==> config.mk <==
export PLATFORM = sky130hd
export DESIGN_NAME = pe_sequencer
export DESIGN_NICKNAME = d
export VERILOG_FILES = /design/src/rtl/pe_pkg.sv /design/src/rtl/pe_lane_collector.sv /design/src/rtl/pe_sequencer.sv
export SDC_FILE = /design/constraint.sdc
export NUM_CORES = 2
export LEC_CHECK = 0
export CAP_MARGIN = 20
export CORE_AREA = 2 2 709 711
export DETAILED_ROUTE_END_ITERATION = 16
export DIE_AREA = 0 0 711 713
export SETUP_SLACK_MARGIN = 0.3
export SLEW_MARGIN = 20
export SYNTH_ARGS = -nofsm -noshare
export SYNTH_HDL_FRONTEND = slang
export SYNTH_HIERARCHICAL = 1
export SYNTH_SLANG_ARGS = --single-unit
==> constraint.sdc <==
create_clock -name clk -period 69.3 [get_ports clk]
set_input_delay 13.86 -clock clk [delete_from_list [all_inputs] [get_ports clk]]
set_output_delay 13.86 -clock clk [all_outputs]
set_load 0.02 [all_outputs]
==> src/rtl/pe_pkg.sv <==
// Shared definitions for the PE front-end sequencer: lane width, PE mode
// encodings and the sequencer state encoding.
package pe_pkg;

  localparam int PE_LANE_W = 16;

  localparam logic [1:0] PE_MODE_WUPD = 2'b00;
  localparam logic [1:0] PE_MODE_MVM  = 2'b01;

  typedef enum logic [1:0] {
    ST_IDLE  = 2'b00,
    ST_WUPD  = 2'b01,
    ST_RUN   = 2'b10,
    ST_DRAIN = 2'b11
  } pe_state_e;

endpackage

==> src/rtl/pe_lane_collector.sv <==
// Lane-indexed write register: each accepted word lands in the lane pointed
// to by a wrapping index. The full flag is set when the last lane is written
// and stays set until cleared. Lane contents are never cleared after use.
module pe_lane_collector
  import pe_pkg::*;
#(
  parameter int NLANES = 16,
  parameter int LANE_W = PE_LANE_W
) (
  input  logic                     clk,
  input  logic                     rst,
  input  logic                     wr_en,
  input  logic [LANE_W-1:0]        wr_data,
  input  logic                     clr_full,
  output logic [NLANES*LANE_W-1:0] lanes,
  output logic                     wrap,
  output logic                     full
);

  localparam int               IDX_W    = (NLANES > 1) ? $clog2(NLANES) : 1;
  localparam logic [IDX_W-1:0] IDX_LAST = IDX_W'(NLANES - 1);

  logic [IDX_W-1:0]         idx_q, idx_d;
  logic [NLANES*LANE_W-1:0] lanes_q, lanes_d;
  logic                     full_q, full_d;
  logic                     wrap_s;

  // Next-state for lane storage, write index and full flag.
  always_comb begin
    lanes_d = lanes_q;
    idx_d   = idx_q;
    full_d  = full_q;
    wrap_s  = wr_en && (idx_q == IDX_LAST);
    if (wr_en) begin
      lanes_d[idx_q*LANE_W +: LANE_W] = wr_data;
      idx_d = wrap_s ? {IDX_W{1'b0}} : (idx_q + 1'b1);
    end else begin
      idx_d = idx_q;
    end
    // A completed frame sets the flag; the consumer clears it once used.
    if (wrap_s) begin
      full_d = 1'b1;
    end else if (clr_full) begin
      full_d = 1'b0;
    end else begin
      full_d = full_q;
    end
  end

  // State registers with asynchronous reset.
  always_ff @(posedge clk or posedge rst) begin
    if (rst) begin
      lanes_q <= '0;
      idx_q   <= '0;
      full_q  <= 1'b0;
    end else begin
      lanes_q <= lanes_d;
      idx_q   <= idx_d;
      full_q  <= full_d;
    end
  end

  assign lanes = lanes_q;
  assign wrap  = wrap_s;
  assign full  = full_q;

endmodule

==> src/rtl/pe_sequencer.sv <==
// Front-end sequencer for one PE: assembles a 16-bit word stream into the
// PE's D/W buses, steps the PE through weight-update and block-MVM phases,
// then serialises the captured Q bus back out as 16-bit words.
module pe_sequencer
  import pe_pkg::*;
#(
  parameter int WIDTH      = PE_LANE_W,
  parameter int NDATA      = 16,
  parameter int NWEIGHT    = 64,
  parameter int RUN_CYCLES = 4
) (
  input  logic                            clk,
  input  logic                            rst,
  input  logic                            in_valid,
  output logic                            in_ready,
  input  logic                            in_sel,
  input  logic [WIDTH-1:0]                in_data,
  output logic                            ce,
  output logic [1:0]                      mode,
  output logic [WIDTH*NDATA-1:0]          D,
  output logic [WIDTH*NWEIGHT-1:0]        W,
  input  logic [WIDTH*(NWEIGHT/2)-1:0]    Q,
  output logic                            out_valid,
  input  logic                            out_ready,
  output logic [WIDTH-1:0]                out_data,
  output logic                            busy
);

  localparam int                NOUT_W   = NWEIGHT / 2;
  localparam int                RC_W     = $clog2(RUN_CYCLES + 1);
  localparam logic [RC_W-1:0]   RUN_LAST = RC_W'(RUN_CYCLES - 1);
  localparam int                OI_W     = $clog2(NOUT_W);
  localparam logic [OI_W-1:0]   OUT_LAST = OI_W'(NOUT_W - 1);

  pe_state_e                   state_q, state_d;
  logic [RC_W-1:0]             run_cnt_q, run_cnt_d;
  logic [WIDTH*NOUT_W-1:0]     out_reg_q, out_reg_d;
  logic [OI_W-1:0]             out_idx_q, out_idx_d;
  logic                        out_valid_q, out_valid_d;
  logic [WIDTH-1:0]            out_data_q, out_data_d;
  logic                        ce_q, ce_d;
  logic [1:0]                  mode_q, mode_d;
  logic                        busy_q, busy_d;
  logic                        ready_en_q, ready_en_d;

  logic                        in_ready_s, accept_s;
  logic                        w_wr_s, d_wr_s;
  logic                        w_wrap_s, d_wrap_s;
  logic                        w_valid_s, d_full_s, d_clr_s;
  logic [OI_W-1:0]             nxt_idx_s;

  // ready_en_q keeps in_ready low during reset and releases it one edge later.
  // Data words stall while a data frame is waiting; weights always flow in IDLE.
  assign in_ready_s = ready_en_q && (state_q == ST_IDLE) && !(!in_sel && d_full_s);
  assign accept_s   = in_valid && in_ready_s;
  assign w_wr_s     = accept_s && in_sel;
  assign d_wr_s     = accept_s && !in_sel;

  pe_lane_collector #(.NLANES(NWEIGHT), .LANE_W(WIDTH)) u_w_coll (
    .clk      (clk),
    .rst      (rst),
    .wr_en    (w_wr_s),
    .wr_data  (in_data),
    .clr_full (1'b0),
    .lanes    (W),
    .wrap     (w_wrap_s),
    .full     (w_valid_s)
  );

  // The weight collector's sticky full flag doubles as w_valid: it is set on
  // the frame-wrap edge that enters WUPD and is only consulted back in IDLE,
  // so it reads as "weights loaded into the PE" everywhere it matters.
  pe_lane_collector #(.NLANES(NDATA), .LANE_W(WIDTH)) u_d_coll (
    .clk      (clk),
    .rst      (rst),
    .wr_en    (d_wr_s),
    .wr_data  (in_data),
    .clr_full (d_clr_s),
    .lanes    (D),
    .wrap     (d_wrap_s),
    .full     (d_full_s)
  );

  // Next-state, run counter, output serializer and registered PE controls.
  always_comb begin
    state_d     = state_q;
    run_cnt_d   = run_cnt_q;
    out_reg_d   = out_reg_q;
    out_idx_d   = out_idx_q;
    out_valid_d = out_valid_q;
    out_data_d  = out_data_q;
    d_clr_s     = 1'b0;
    nxt_idx_s   = out_idx_q + 1'b1;
    ready_en_d  = 1'b1;

    case (state_q)
      ST_IDLE: begin
        // Weight-frame wrap wins over a pending data frame.
        if (w_wrap_s) begin
          state_d = ST_WUPD;
        end else if ((d_full_s || d_wrap_s) && w_valid_s) begin
          state_d   = ST_RUN;
          run_cnt_d = RUN_LAST;
        end else begin
          state_d = ST_IDLE;
        end
      end
      ST_WUPD: begin
        state_d = ST_IDLE;
      end
      ST_RUN: begin
        if (run_cnt_q == {RC_W{1'b0}}) begin
          out_reg_d   = Q;
          out_idx_d   = {OI_W{1'b0}};
          out_valid_d = 1'b1;
          out_data_d  = Q[WIDTH-1:0];
          d_clr_s     = 1'b1;
          state_d     = ST_DRAIN;
        end else begin
          run_cnt_d = run_cnt_q - 1'b1;
        end
      end
      ST_DRAIN: begin
        if (out_valid_q && out_ready) begin
          if (out_idx_q == OUT_LAST) begin
            out_valid_d = 1'b0;
            state_d     = ST_IDLE;
          end else begin
            out_idx_d  = nxt_idx_s;
            out_data_d = out_reg_q[nxt_idx_s*WIDTH +: WIDTH];
          end
        end else begin
          out_idx_d = out_idx_q;
        end
      end
      default: begin
        state_d = ST_IDLE;
      end
    endcase

    // PE controls are decoded from the next state so they are flop outputs.
    ce_d   = (state_d == ST_WUPD) || (state_d == ST_RUN);
    mode_d = (state_d == ST_WUPD) ? PE_MODE_WUPD : PE_MODE_MVM;
    busy_d = (state_d != ST_IDLE);
  end

  // Sequencer state registers with asynchronous reset.
  always_ff @(posedge clk or posedge rst) begin
    if (rst) begin
      state_q     <= ST_IDLE;
      run_cnt_q   <= '0;
      out_reg_q   <= '0;
      out_idx_q   <= '0;
      out_valid_q <= 1'b0;
      out_data_q  <= '0;
      ce_q        <= 1'b0;
      mode_q      <= PE_MODE_MVM;
      busy_q      <= 1'b0;
      ready_en_q  <= 1'b0;
    end else begin
      state_q     <= state_d;
      run_cnt_q   <= run_cnt_d;
      out_reg_q   <= out_reg_d;
      out_idx_q   <= out_idx_d;
      out_valid_q <= out_valid_d;
      out_data_q  <= out_data_d;
      ce_q        <= ce_d;
      mode_q      <= mode_d;
      busy_q      <= busy_d;
      ready_en_q  <= ready_en_d;
    end
  end

  assign in_ready  = in_ready_s;
  assign ce        = ce_q;
  assign mode      = mode_q;
  assign out_valid = out_valid_q;
  assign out_data  = out_data_q;
  assign busy      = busy_q;

endmodule

After elaboration in Yosys (flattened, before gate mapping):

Index checks and enable logic that the tools add are counted.

* flip-flop bits (word level): 1835
* input bits: 533
* output and inout port bits: 1302
* word-level logic and storage cells: 97

* $add $sub $neg: 6
* equal/unequal tests: 15
* shift-type cells: 5
* mux-type cells: 31
* reductions and logical operators: 24

Operators by type and width (count)
* $bwmux 1024: 1
* $shift 16x34->1024 const A: 1
* $shiftx 16x34->1024: 1
* $shiftx 512x10->16: 1
* $bwmux 256: 1
* $shift 16x34->256 const A: 1
* $shiftx 16x34->256: 1
* $mux 16: 3
* $neg 10->34: 1
* $neg 8->34: 1
* $pmux 16 s2: 1
* $mux 5: 3
* $ne 2x2->1 const B: 6
* $reduce_and 4->1: 3
* $logic_and 1x1->1: 10
* $mux 2: 5
* $pmux 5 s2: 1
* $mux 3: 3
* $mux 1: 8
* $pmux 2 s4: 1
* $reduce_bool 2->1: 4
* $add 6x1->6 const B: 1
* $eq 2x2->1 const B: 3
* $eq 6x6->1 const B: 1
* 16 further kinds: 19

Depth between registers and ports, before layout:

* word-level depth: 14
* depth in mapped cells: 14
* depth with buffers taken out: 12

Hierarchy:

The synthesis kept the hierarchy.

Modules (own cells, without submodules)
* pe_lane_collector at u_w_coll: times used 1, cells an instance 3246, area each 42894.9 um^2, sequential area each 25799.7 um^2
* pe_sequencer: times used 1, cells an instance 2582, area each 24537.3 um^2, sequential area each 13589.3 um^2
* pe_lane_collector at u_d_coll: times used 1, cells an instance 723, area each 10162.2 um^2, sequential area each 6531.3 um^2

Least setup slack after synthesis:

Ideal clock, no wire load.

* kind: input to output
* from: input port in_sel
* to: output port in_ready
* data arrival time: 14296 ps
* required time: 55440 ps
* setup slack: 41144 ps
* stages on the path: 2
* path buffers: 0
* path through: inv_1 a21oi_1

* cells in the longest elaborated chain, start to end: 4

Ends and longest elaborated chain
* start: declaration: RTL line pe_sequencer.sv:16 `input logic in_sel,`
* $logic_not 1->1: RTL line pe_sequencer.sv:54 `assign in_ready_s = ready_en_q && (state_q == ST_IDLE) && !(!in_sel && d_full_s);`
* $logic_and 1x1->1: RTL line pe_sequencer.sv:54
* $logic_not 1->1: RTL line pe_sequencer.sv:54
* $logic_and 1x1->1: RTL line pe_sequencer.sv:54
* end: declaration: RTL line pe_sequencer.sv:15 `output logic in_ready,`

Every way passes these cells.

Worst setup path after layout:

Ends and elaborated chain as after synthesis.

==> impl_results.md <==
- Post-route ant nets: 0
- Setup crit start kind: primary input
- Most common cell after layout, fill and taps aside: dfrtp_1
- Largest net degree at the start of global routing: 228
- Setup Skew: 0.1251 ns
- I/O Buffers: 1833
- Worst path cell trace: clkdlybuf4s50_1 > inv_1 > a21oi_1 > clkdlybuf4s50_1
- Hold Buf Count CTS: 0
- Synth Flop Type: dfrtp_1
- Commonest non-fill, non-tap cells in the layout: dfrtp_1 (1832), clkdlybuf4s50_1 (1803), nand2_1 (1728)
- Slowest-stage cell, CP: clkdlybuf4s50_1
- Seq/Total Area, Yosys: 0.5918
- Rows: 260
- Ys Warns: 6
- Antenna violations before repair: 121
- Core Region: 0.4997 sq mm
- DRC errors left: 0
- Min cycle time layout: 29.64 ns
- CTS tree: yes
- CP bufs+invs: 3
- Power, Total: 3.822 mW
- Die area: 0.5069 sq mm
- WHS: 0.4689 ns
- Synth cell types: 87
- Starting Density: 0.1553
- Crit. End Element: primary output
- CP required: 55.44 ns
- Number of non-filler instances in the completed layout: 15.21k
- Max_cap viols: 0
- Post-DP HPWL: 364600 um
- Total Routing Usage GR: 0.1724
- Setup CP Type: in -> out
- Post-synthesis async set-or-reset flop share: 1.000
- Cts bufs inserted: 217
- Crit-path most repeated cell: clkdlybuf4s50_1
- Type of the tightest min-delay check: reg -> reg
- Critical path fanouts, max: 3
- Grt ovf: 0
- Slew HR: 0.1155
- Ratio of cells with drive above 1 in the final layout: 0.2165
- # setup viols final: 0
- Gpl congestion: 0.9149
- Max H-tree Level: 4
- Initial DRT Pass Iterations: 7
- Root buffer cell: clkbuf_16
- Vias: 60.97k
- Max Root-Sink Buffers: 4
- Leak: 49.63 nW
- Clock Sinks: 1835
- Chip height: 713 um
- TNS Setup: 0 ns
- Die width: 711 um
- Fmax: 0.03374 GHz
- Post-synth EDFFs: 0
- Routed wire length: 455700 um
- Worst VDD drop: 0.00002558 V
- Placed insts: 14.77k
- Vias per cell: 4.008
- Slew @ Worst Pin: 1.327 ns
- Clk_lat worst skew: 0.99 ns
- Syn Area/Cell: 11.84 sq um
- CP max stage delay: 0.75 ns
- Wire per inst: 29.95 um
- Fin crit share: 0.4277
- Pwr Density: 34.23 mW/mm^2
- Flops & latches, synth: 1835
- Final Hold Fails: 0
- Nets: 8853
- Post-CTS Resized: 0
- Clk slew on worst S/H paths: 0.06 ns
- Status: finished, final reports clean
- Mapped Area: 0.07759 sq mm
- Crit path DAT: 15.78 ns
- RSZ-0062 raised after global routing: no
- Synth Instances: 6551
- Post-CTS setup buffers: 0
- Area delta synth->final: 43.90%
- Kind of cell adding the most delay to the critical path: buffers and inverters
- First-pass GRT wire length: 591200 um
- Vias in the first global route: 59.82k
- IO Pins: 1835
- Starting DRT DRC Count: 5434
- Final Max Slew Viols: 0
-- flip-flops by register name, indices dropped and copies added, names as in the netlist --
name and cells:
u_w_coll/lanes 1024, out_reg_q 512, u_d_coll/lanes 256, out_data 16, u_w_coll/idx_q 6, out_idx_q 5, u_d_coll/idx_q 4, run_cnt_q 3
state_q 2, busy 1, ce 1, mode 1, out_valid 1, ready_en_q 1, u_d_coll/full 1, u_w_coll/full 1
-- logic make-up (layout without fill, tap and decap cells) --
| logic type | after synthesis | after routing | synth area share |
|---|---|---|---|
| xor+xnor | 13 | 13 | 0.001806 |
| mux | 1254 | 1254 | 0.2000 |
| compound gates | 481 | 481 | 0.04325 |
| simple gates | 2393 | 2393 | 0.1283 |
| fa+ha+maj | 12 | 12 | 0.001935 |
| flops | 1835 | 1835 | 0.5918 |
| buf+inv | 561 | 2485 | 0.03288 |
| other cells | 2 | 58 | 0.00009679 |
-- area by class of cell --
type	count	area, sq um
Antenna cell	55	137.6
Clock inverter	95	1458
Timing Repair Buffer	1990	19580
Fill cell	53670	388000
Multi-Input combinational cell	4156	29620
Tap cell	6681	8359
Sequential cell	1835	45930
Clock buffer	292	6142
Inverter	108	435.4
-- metal layers --
metal  GRT usage  up-vias  part of all wire
met1      0.1959    31670              0.38
met3     0.04281      735             0.071
met2      0.3005     2647              0.50
met5           0        -           0.00057
li1            -    25880                 -
met4     0.08551       42             0.056
-- path summary, 6_finish.rpt --
| path | from | end | slack, ns | depth (start not counted) |
|---|---|---|---|---|
| worst max-delay path | in_sel | in_ready | 39.66 | 4 |
| worst max register to register | u_w_coll/idx_q[0] | u_w_coll/lanes[617] | 63.70 | 9 |
| worst min register to register | out_reg_q[410] | out_reg_q[410] | 0.47 | 2 |
| max in group asynchronous | rst | u_w_coll/lanes[593] | 51.01 | 7 |
| worst min-delay path | out_reg_q[410] | out_reg_q[410] | 0.47 | 2 |
| min in group asynchronous | rst | u_w_coll/lanes[544] | 13.99 | 2 |
-- where the power goes --
group | internal (mW) | leakage (nW) | switching [mW]
Sequential | 1.26 | 24.2 | 0.112
Clock | 0.724 | 3.72 | 0.509
Combinational | 0.377 | 21.8 | 0.842
-- synth_stat cells (31+ instances only) --
| library cell | number | area (sq um) |
|---|---|---|
| a22o_1 | 49 | 429.2 |
| and2_1 | 36 | 225.2 |
| and3_1 | 83 | 519.3 |
| buf_2 | 104 | 520.5 |
| buf_4 | 41 | 307.8 |
| clkbuf_1 | 281 | 1055 |
| dfrtp_1 | 1834 | 45890 |
| inv_1 | 107 | 401.6 |
| mux2_2 | 1030 | 11600 |
| mux2i_1 | 84 | 840.8 |
| mux4_2 | 123 | 2770 |
| nand2_1 | 1729 | 6490 |
| nand3_1 | 71 | 355.3 |
| nand4_1 | 31 | 193.9 |
| nor2_1 | 253 | 949.7 |
| nor3_1 | 85 | 425.4 |
| o21ai_0 | 253 | 1266 |
| o31ai_1 | 33 | 247.7 |
-- per-stage QoR --
step	instance area, sq um	util	worst slack (ns)
3_5_place_dp	103900	0.2079	39.74
4_1_cts	111500	0.2231	39.72
2_1_floorplan	77600	-	26.43
5_1_grt	111600	0.2233	39.66
6_report	111700	0.2235	39.66
3_3_place_gp	103800	0.2077	39.72
-- worst register-to-register path: stages, from the launching register on --
cell      delay, ns
dfrtp_2        0.34
buf_4          0.54
inv_1          0.50
ha_4           0.67
buf_4          0.76
nor2b_1        0.44
nand2_1        0.28
a311oi_4       1.04
buf_4          0.43
mux2_2         0.41
(Power assumes the default switching activity.)
